$ cat src/rtl/div_pkg.sv
// Shared definitions for the iterative restoring divider: FSM encoding,
// default operand width and the divide-by-zero quotient value.
package div_pkg;

  localparam logic [1:0] IDLE = 2'd0;
  localparam logic [1:0] BUSY = 2'd1;
  localparam logic [1:0] DONE = 2'd2;

  localparam int DIV_WIDTH = 64;

  localparam logic [DIV_WIDTH-1:0] DZ_QUOTIENT = '1;

endpackage

$ cat src/rtl/div_step.sv
// One restoring-division step: shift in the next dividend bit, trial-subtract
// the divisor and keep the difference only when it did not go negative.
module div_step #(
  parameter int WIDTH = 64
) (
  input  logic [WIDTH:0]   rem_in,
  input  logic             bit_in,
  input  logic [WIDTH-1:0] divisor,
  output logic [WIDTH:0]   rem_out,
  output logic             q_bit
);

  logic [WIDTH:0] shifted;
  logic [WIDTH:0] trial;
  logic           unused_msb;

  // The partial remainder is always below the divisor, so its MSB is zero.
  assign unused_msb = rem_in[WIDTH];

  assign shifted = {rem_in[WIDTH-1:0], bit_in};
  assign trial   = shifted - {1'b0, divisor};
  assign q_bit   = ~trial[WIDTH];
  assign rem_out = q_bit ? trial : shifted;

endmodule

$ cat src/rtl/seq_divider.sv
// Iterative unsigned restoring divider: one quotient bit per cycle with
// valid/ready handshakes on the operand and result sides.
module seq_divider
  import div_pkg::*;
#(
  parameter int WIDTH = DIV_WIDTH,
  parameter int CNT_W = 6
) (
  input  logic             clk,
  input  logic             rst_n,
  input  logic             in_valid,
  output logic             in_ready,
  input  logic [WIDTH-1:0] dividend,
  input  logic [WIDTH-1:0] divisor,
  output logic             out_valid,
  input  logic             out_ready,
  output logic [WIDTH-1:0] quotient,
  output logic [WIDTH-1:0] remainder,
  output logic             div_zero,
  output logic             q_zero
);

  logic [1:0]       state_reg, state_next;
  logic [CNT_W-1:0] cnt_reg;
  logic [WIDTH:0]   rem_reg;
  logic [WIDTH-1:0] quo_reg;
  logic [WIDTH-1:0] dvsr_reg;
  logic [WIDTH-1:0] quotient_reg;
  logic [WIDTH-1:0] remainder_reg;
  logic             div_zero_reg;
  logic             q_zero_reg;
  logic             out_valid_reg, out_valid_next;

  logic [WIDTH:0]   step_rem;
  logic             step_q;
  logic [WIDTH-1:0] quo_shift;
  logic             accept;

  div_step #(.WIDTH(WIDTH)) u_step (
    .rem_in  (rem_reg),
    .bit_in  (quo_reg[WIDTH-1]),
    .divisor (dvsr_reg),
    .rem_out (step_rem),
    .q_bit   (step_q)
  );

  assign quo_shift = {quo_reg[WIDTH-2:0], step_q};
  assign accept    = in_valid && in_ready;

  always_ff @(posedge clk or negedge rst_n) begin
    if (!rst_n) begin
      state_reg     <= IDLE;
      out_valid_reg <= 1'b0;
    end else begin
      state_reg     <= state_next;
      out_valid_reg <= out_valid_next;
    end
  end

  always_comb begin
    state_next = state_reg;
    case (state_reg)
      IDLE:    if (in_valid) state_next = (divisor == '0) ? DONE : BUSY;
      BUSY:    if (cnt_reg == '0) state_next = DONE;
      DONE:    if (out_valid_reg && out_ready) state_next = IDLE;
      default: state_next = IDLE;
    endcase
  end

  // out_valid is registered, so it rises one cycle after DONE is entered and
  // falls right after the handshake edge.
  always_comb begin
    in_ready       = 1'b0;
    out_valid_next = 1'b0;
    case (state_reg)
      IDLE:    in_ready = 1'b1;
      DONE:    out_valid_next = !(out_valid_reg && out_ready);
      default: ;
    endcase
  end

  always_ff @(posedge clk or negedge rst_n) begin
    if (!rst_n) begin
      cnt_reg       <= '0;
      rem_reg       <= '0;
      quo_reg       <= '0;
      dvsr_reg      <= '0;
      quotient_reg  <= '0;
      remainder_reg <= '0;
      div_zero_reg  <= 1'b0;
      q_zero_reg    <= 1'b0;
    end else begin
      case (state_reg)
        IDLE: begin
          if (accept) begin
            rem_reg  <= '0;
            quo_reg  <= dividend;
            dvsr_reg <= divisor;
            if (divisor == '0) begin
              quotient_reg  <= DZ_QUOTIENT[WIDTH-1:0];
              remainder_reg <= dividend;
              div_zero_reg  <= 1'b1;
              q_zero_reg    <= 1'b0;
            end else begin
              cnt_reg <= CNT_W'(WIDTH - 1);
            end
          end
        end
        BUSY: begin
          rem_reg <= step_rem;
          quo_reg <= quo_shift;
          if (cnt_reg == '0) begin
            quotient_reg  <= quo_shift;
            remainder_reg <= step_rem[WIDTH-1:0];
            div_zero_reg  <= 1'b0;
            q_zero_reg    <= (quo_shift == '0);
          end else begin
            cnt_reg <= cnt_reg - CNT_W'(1);
          end
        end
        default: ;
      endcase
    end
  end

  assign out_valid = out_valid_reg;
  assign quotient  = quotient_reg;
  assign remainder = remainder_reg;
  assign div_zero  = div_zero_reg;
  assign q_zero    = q_zero_reg;

endmodule

$ cat config.mk
export PLATFORM = sky130hd
export DESIGN_NAME = seq_divider
export DESIGN_NICKNAME = d
export VERILOG_FILES = /design/src/rtl/div_pkg.sv /design/src/rtl/div_step.sv /design/src/rtl/seq_divider.sv
export SDC_FILE = /design/constraint.sdc
export NUM_CORES = 1
export LEC_CHECK = 0
export CAP_MARGIN = 20
export CORE_MARGIN = 2
export CORE_UTILIZATION = 50
export DETAILED_ROUTE_END_ITERATION = 8
export GPL_ROUTABILITY_DRIVEN = 0
export PLACE_DENSITY = 0.77
export SLEW_MARGIN = 20
export SYNTH_ARGS = -nofsm -noshare
export SYNTH_HDL_FRONTEND = slang
export SYNTH_SLANG_ARGS = --single-unit
$ cat constraint.sdc
create_clock -name clk -period 3.3 [get_ports clk]
set_input_delay 0.33 -clock clk [delete_from_list [all_inputs] [get_ports clk]]
set_output_delay 0.33 -clock clk [all_outputs]
set_load 0.005 [all_outputs]
# Word-level counts from Yosys, hierarchy flattened
# Index checks and enable logic that the tools add are counted.
# op_classes
n_reduce_logical	13
n_bitwise	1
eq_ne	9
add_sub_neg	2
n_mux	32
# ops
operator	count
two-way mux 64 bit	9
case mux 64 bit (2 select lines)	4
zero test 64 bit	2
subtractor 65 x 64 -> 65 bit	1
two-way mux 6 bit	3
inequality test 2 bit, second input constant	7
case mux 6 bit (2 select lines)	1
two-way mux 1 bit	8
two-way mux 2 bit	4
AND reduction 4 bit	2
zero test 6 bit	1
case mux 2 bit (3 select lines)	1
subtractor 6 x 1 -> 6 bit, second input constant	1
case mux 1 bit (2 select lines)	2
AND reduction 2 bit	2
AND reduction 3 bit	1
== test 2 x 1 -> 1 bit, second input constant	1
== test 2 bit, second input constant	1
logical AND 1 bit	2
zero test 2 bit	1
nonzero test 2 bit	1
zero test 1 bit	1
NOT 1 bit	1
# totals
input_bits	132
reg_bits	331

# Logic depth before layout (Yosys ltp)
# Gate-level depths: netlist (run 1).
# depth
word_depth	5
depth_mapped	17

# Hierarchy
# From an unflattened synthesis (run 1), not the netlist that was laid out.
# unflattened
cells_unflattened	2177
hier_area_um2	18465.2
# by_module_without_submodules
mod	area_per_inst_um2	cells_per_inst	seq_area_each_um2	instances
seq_divider	13367.8	1417	8308.0	1
div_step	5097.4	760	0.0	1

# Worst setup path after synthesis (run 1)
# Ideal clock, no wire load.
# synth_path
kind	reg2reg
start	register quo_reg[63]
end	register rem_reg[53]
path_buffers	2
t_arrival_ps	3232
stages_incl_launch_ff	16
setup_ps	82
slack_ps	-14
cell_sequence	dfrtp_1 -> inv_1 -> ha_1 -> inv_1 -> fa_1 -> a21o_1 -> a311o_1 -> a211oi_2 -> nor3_2 -> nor2_1 -> o22a_1 -> nand2_2 -> buf_6 -> buf_6 -> or3b_1 -> a31oi_1
# synth_via
elab_chain_cells	3
# synth_lines
item	line	text
start, declared	seq_divider.sv:26	logic [WIDTH-1:0] quo_reg;
start signal, assigned	seq_divider.sv:97	quo_reg <= dividend;
start signal, assigned	seq_divider.sv:111	quo_reg <= quo_shift;
subtractor 65 x 64 -> 65 bit	div_step.sv:21	assign trial = shifted - {1'b0, divisor};
two-way mux 64 bit	div_step.sv:23	assign rem_out = q_bit ? trial : shifted;
case mux 64 bit (2 select lines)	seq_divider.sv:93	case (state_reg)
end signal, assigned	seq_divider.sv:110	rem_reg <= step_rem;
end, declared	seq_divider.sv:25	logic [WIDTH:0] rem_reg;
# Every way passes these cells.
# A chain may end at the register's enable or synchronous reset.

# Final worst setup path (run 1)
# layout_path
start	register quo_reg[63]
end	register remainder_reg[62], in the netlist remainder[62]
# layout_via
elab_chain_cells	4
# layout_lines
item	line	text
subtractor 65 x 64 -> 65 bit	div_step.sv:21	
two-way mux 64 bit	div_step.sv:23	
two-way mux 64 bit	seq_divider.sv:112	if (cnt_reg == '0) begin
case mux 64 bit (2 select lines)	seq_divider.sv:93	
end signal, assigned	seq_divider.sv:101	remainder_reg <= dividend;
end signal, assigned	seq_divider.sv:114	remainder_reg <= step_rem[WIDTH-1:0];
end, declared	seq_divider.sv:29	logic [WIDTH-1:0] remainder_reg;
# Every way passes these cells. The select of a mux whose other input is x is not followed.

==> flow_metrics.env, run 1 <==
export IMPL_max_freq_ghz=0.285
export IMPL_required_ps=3750
export IMPL_gr_usage_all_layers_pct=32.3
export IMPL_start_util_pct=50.8
export IMPL_clockBufferDepth=3
export IMPL_wl_um=63000
export IMPL_yosysMostFrequentCell="nand2_1"
export IMPL_port_buffers=263
export IMPL_violations="setup timing"
export IMPL_yosysUniqueCellTypes=66
export IMPL_grt_pass1_vias=17000
export IMPL_relSlewSlack_pct=31.2
export IMPL_clkTransAtPathRegs_ps=60
export IMPL_p_total_mw=8.39
export IMPL_antenna_found_initial=0
export IMPL_ys_seq_area_share_pct=45.9
export IMPL_io_pins=264
export IMPL_hpwlAfterDp_um=46100
export IMPL_rsz0062_at_grt="yes"
export IMPL_die_h_um=194
export IMPL_crit_family="compound AO/OA/AOI/OAI gates"
export IMPL_critPathMaxFanout=15
export IMPL_rows=69
export IMPL_yosys_warnings=0
export IMPL_finalSetupViolCount=93
export IMPL_grt_ovfl_total=0
export IMPL_tightest_slew_ps=1030
export IMPL_final_nets=2654
export IMPL_cap_violations=0
export IMPL_leakagePower_nw=11.2
export IMPL_synth_top_cells_by_count="nand2_1 (358), dfrtp_1 (331), o21ai_0 (246)"
export IMPL_via_per_inst=6.13
export IMPL_cts_tree="built"
export IMPL_start_kind="flip-flop"
export IMPL_drc=0
export IMPL_fin_crit_ps=3500
export IMPL_dp_slack_ps=-313
export IMPL_async_flop_share_pct=100
export IMPL_syn_nets=2295
export IMPL_multiInputGateArea_um2=9700
export IMPL_hold_ws_ps=368
export IMPL_wl_per_cell_um=21.4
export IMPL_root_buffer="clkbuf_16"
export IMPL_synth_area_um2=18100
export IMPL_syn_instance_count=2096
export IMPL_core_area_um2=35600
export IMPL_yosysTopAreaCellShare_pct=45.9
export IMPL_ys_flop_type="dfrtp_1"
export IMPL_cp_startpoint="quo_reg[63]$_DFFE_PN0P_"
export IMPL_status="finished with violations"
export IMPL_powerDensity_nw_per_um2=344
export IMPL_synth_area_leaders="dfrtp_1 (46%), nand2_1 (7.4%), o21ai_0 (6.8%), ha_1 (4.6%), nor2_1 (3.4%)"
export IMPL_cts_max_level=2
export IMPL_ff2ff_path_depth=16
export IMPL_ir_drop_uv=279
export IMPL_timing_final_crit_share_pct=106
export IMPL_endpoint="remainder[62]$_DFFE_PN0P_"
export IMPL_n_fill_cell=2669
export IMPL_skew_ps=22.1
export IMPL_numCtsBuffers=36
export IMPL_ant_nets=0
export IMPL_dr_total_vias=18000
export IMPL_antenna_cells=0
export IMPL_crit_chain="inv_2, ha_4, inv_2, fa_2, a21o_1, a311o_1, buf_4, a211oi_4, nor3_2, nor2_2, o22a_1, nand2_4, buf_12, nor3_1, mux2i_1, a41oi_1"
export IMPL_min_path_type="in2async"
export IMPL_grt_pass1_wl_um=96400
export IMPL_cpMostUsedCell="inv_2"
export IMPL_synth_edf_count=0
export IMPL_crit_path_end_kind="flip-flop"
export IMPL_die_x_um=194
export IMPL_synth_area_leader_cell="dfrtp_1"
export IMPL_hold_viol=0
export IMPL_ys_ff_latch=331
export IMPL_reg2reg_from="quo_reg[63]$_DFFE_PN0P_"
export IMPL_tns_ps=-7890
export IMPL_cp_depth=16
export IMPL_synth_area_per_cell_um2=8.62
export IMPL_slowest_delay_ps=400
export IMPL_die_area_um2=37700
export IMPL_fin_area_um2=24400
export IMPL_critPathBufInv=4
export IMPL_criticalPathCategory="reg2reg"
export IMPL_drv_slew=0
export IMPL_drt_initial_drc_count=2375
export IMPL_synthToLayoutAreaGrowth_pct=35.0
export IMPL_cp_arrival_ps=3950
export IMPL_r2r_slack_ps=-200
export IMPL_regArea_um2=8280
export IMPL_placed_area_um2=22300
export IMPL_r2r_end="remainder[62]$_DFFE_PN0P_"
export IMPL_drt_first_pass_iters=6
export IMPL_drive_gt1_share_pct=15.6
export IMPL_cts_sinks=331
export IMPL_clock_latency_ps=540
export IMPL_setup_ws_ps=-204
export IMPL_cp_slowest_cell="dfrtp_1"
export IMPL_grt_max_degree=149
what timing repair did:
item | in CTS | in global routing
endpoints found under the hold margin | 73 | 0
gates cloned | 2 | 1
hold buffers | 1 | 0
pin swaps | 27 | 42
endpoints found under the setup margin | 123 | 130
resized for setup | 83 | 112
setup buffers | 8 | 8
worst register-to-register path, stage by stage, from the launching register on:
cell and delay [ps]:
dfrtp_1 400, inv_2 90, ha_4 140, inv_2 30, fa_2 340, a21o_1 180
a311o_1 370, buf_4 150, a211oi_4 230, nor3_2 80, nor2_2 210, o22a_1 230
nand2_4 140, buf_12 210, nor3_1 180, mux2i_1 160, a41oi_1 270
cells in the final DEF, fill, tap and decap left out, types with 33 or more instances in the layout:
cell type,n
nand2_1,352
dfrtp_1,331
clkdlybuf4s50_1,262
o21ai_0,223
buf_4,157
nor2_1,154
a21oi_1,113
a31oi_1,82
inv_1,79
nand3_1,66
a21o_1,61
ha_1,61
clkbuf_16,38
nor4_1,36
xnor2_1,33
kinds of logic (layout without fill, tap and decap cells):
family / Yosys count / in the layout / share of synthesized area, %
flip-flops: 331 / 331 / 45.9
AO/OA/AOI/OAI: 653 / 653 / 21.8
multiplexers: 47 / 47 / 2.62
buffers and inverters: 212 / 598 / 4.69
adder cells (fa/ha/maj): 67 / 67 / 4.68
XOR/XNOR: 59 / 59 / 2.86
AND/OR/NAND/NOR: 727 / 727 / 17.5
through the flow:
stage,util [%],cells
floorplan,-,2096
detailed placement,62.6,2863
finish,68.6,2943
CTS,67.2,2937
global route,68.6,2943
global placement,62.6,2863
how the worst min path moves through the flow:
stage | startpoint | endpoint | slack (ps) | depth (start not counted)
after global placement | rst_n | quotient[52]$_DFFE_PN0P_ | 360 | 1
final | rst_n | quotient[51]$_DFFE_PN0P_ | 370 | 2
after floorplan | rst_n | cnt_reg[0]$_DFFE_PN0P_ | 30 | 0
after CTS | divisor[9] | dvsr_reg[9]$_DFFE_PN0P_ | 370 | 3
after detailed placement | rst_n | quotient[54]$_DFFE_PN0P_ | 360 | 1
after global routing | divisor[7] | dvsr_reg[7]$_DFFE_PN0P_ | 400 | 3
final cells by class:
type | count | share of cell area (%)
Multi-Input combinational cell | 1553 | 39.8
Sequential cell | 331 | 34.0
Timing Repair Buffer | 452 | 17.9
Clock buffer | 52 | 4.36
Tap cell | 461 | 2.36
Inverter | 81 | 1.25
Clock inverter | 13 | 0.426
power by group:
| group | switching [mW] | leakage [nW] | internal, mW |
|---|---|---|---|
| Sequential | 0 | 3.90 | 4.06 |
| Clock | 1.69 | 0.586 | 2.33 |
| Combinational | 0.157 | 6.67 | 0.154 |
metal layers:
metal | track usage (%) | part of all wire (%) | up-vias
met1 | 46.5 | 41 | 8687
li1 | - | - | 8128
met4 | 10.9 | 3.7 | 0
met5 | 0 | 0 | -
met2 | 48.7 | 44 | 1076
met3 | 6.89 | 11 | 150
(Power assumes the default switching activity.)
==> run 2, diff against run 1 <==
- CTS_CLUSTER_DIAMETER: not set -> 120
==> results of run 2 <==
No change in the layout: final DEF, timing and power equal those of run 1.
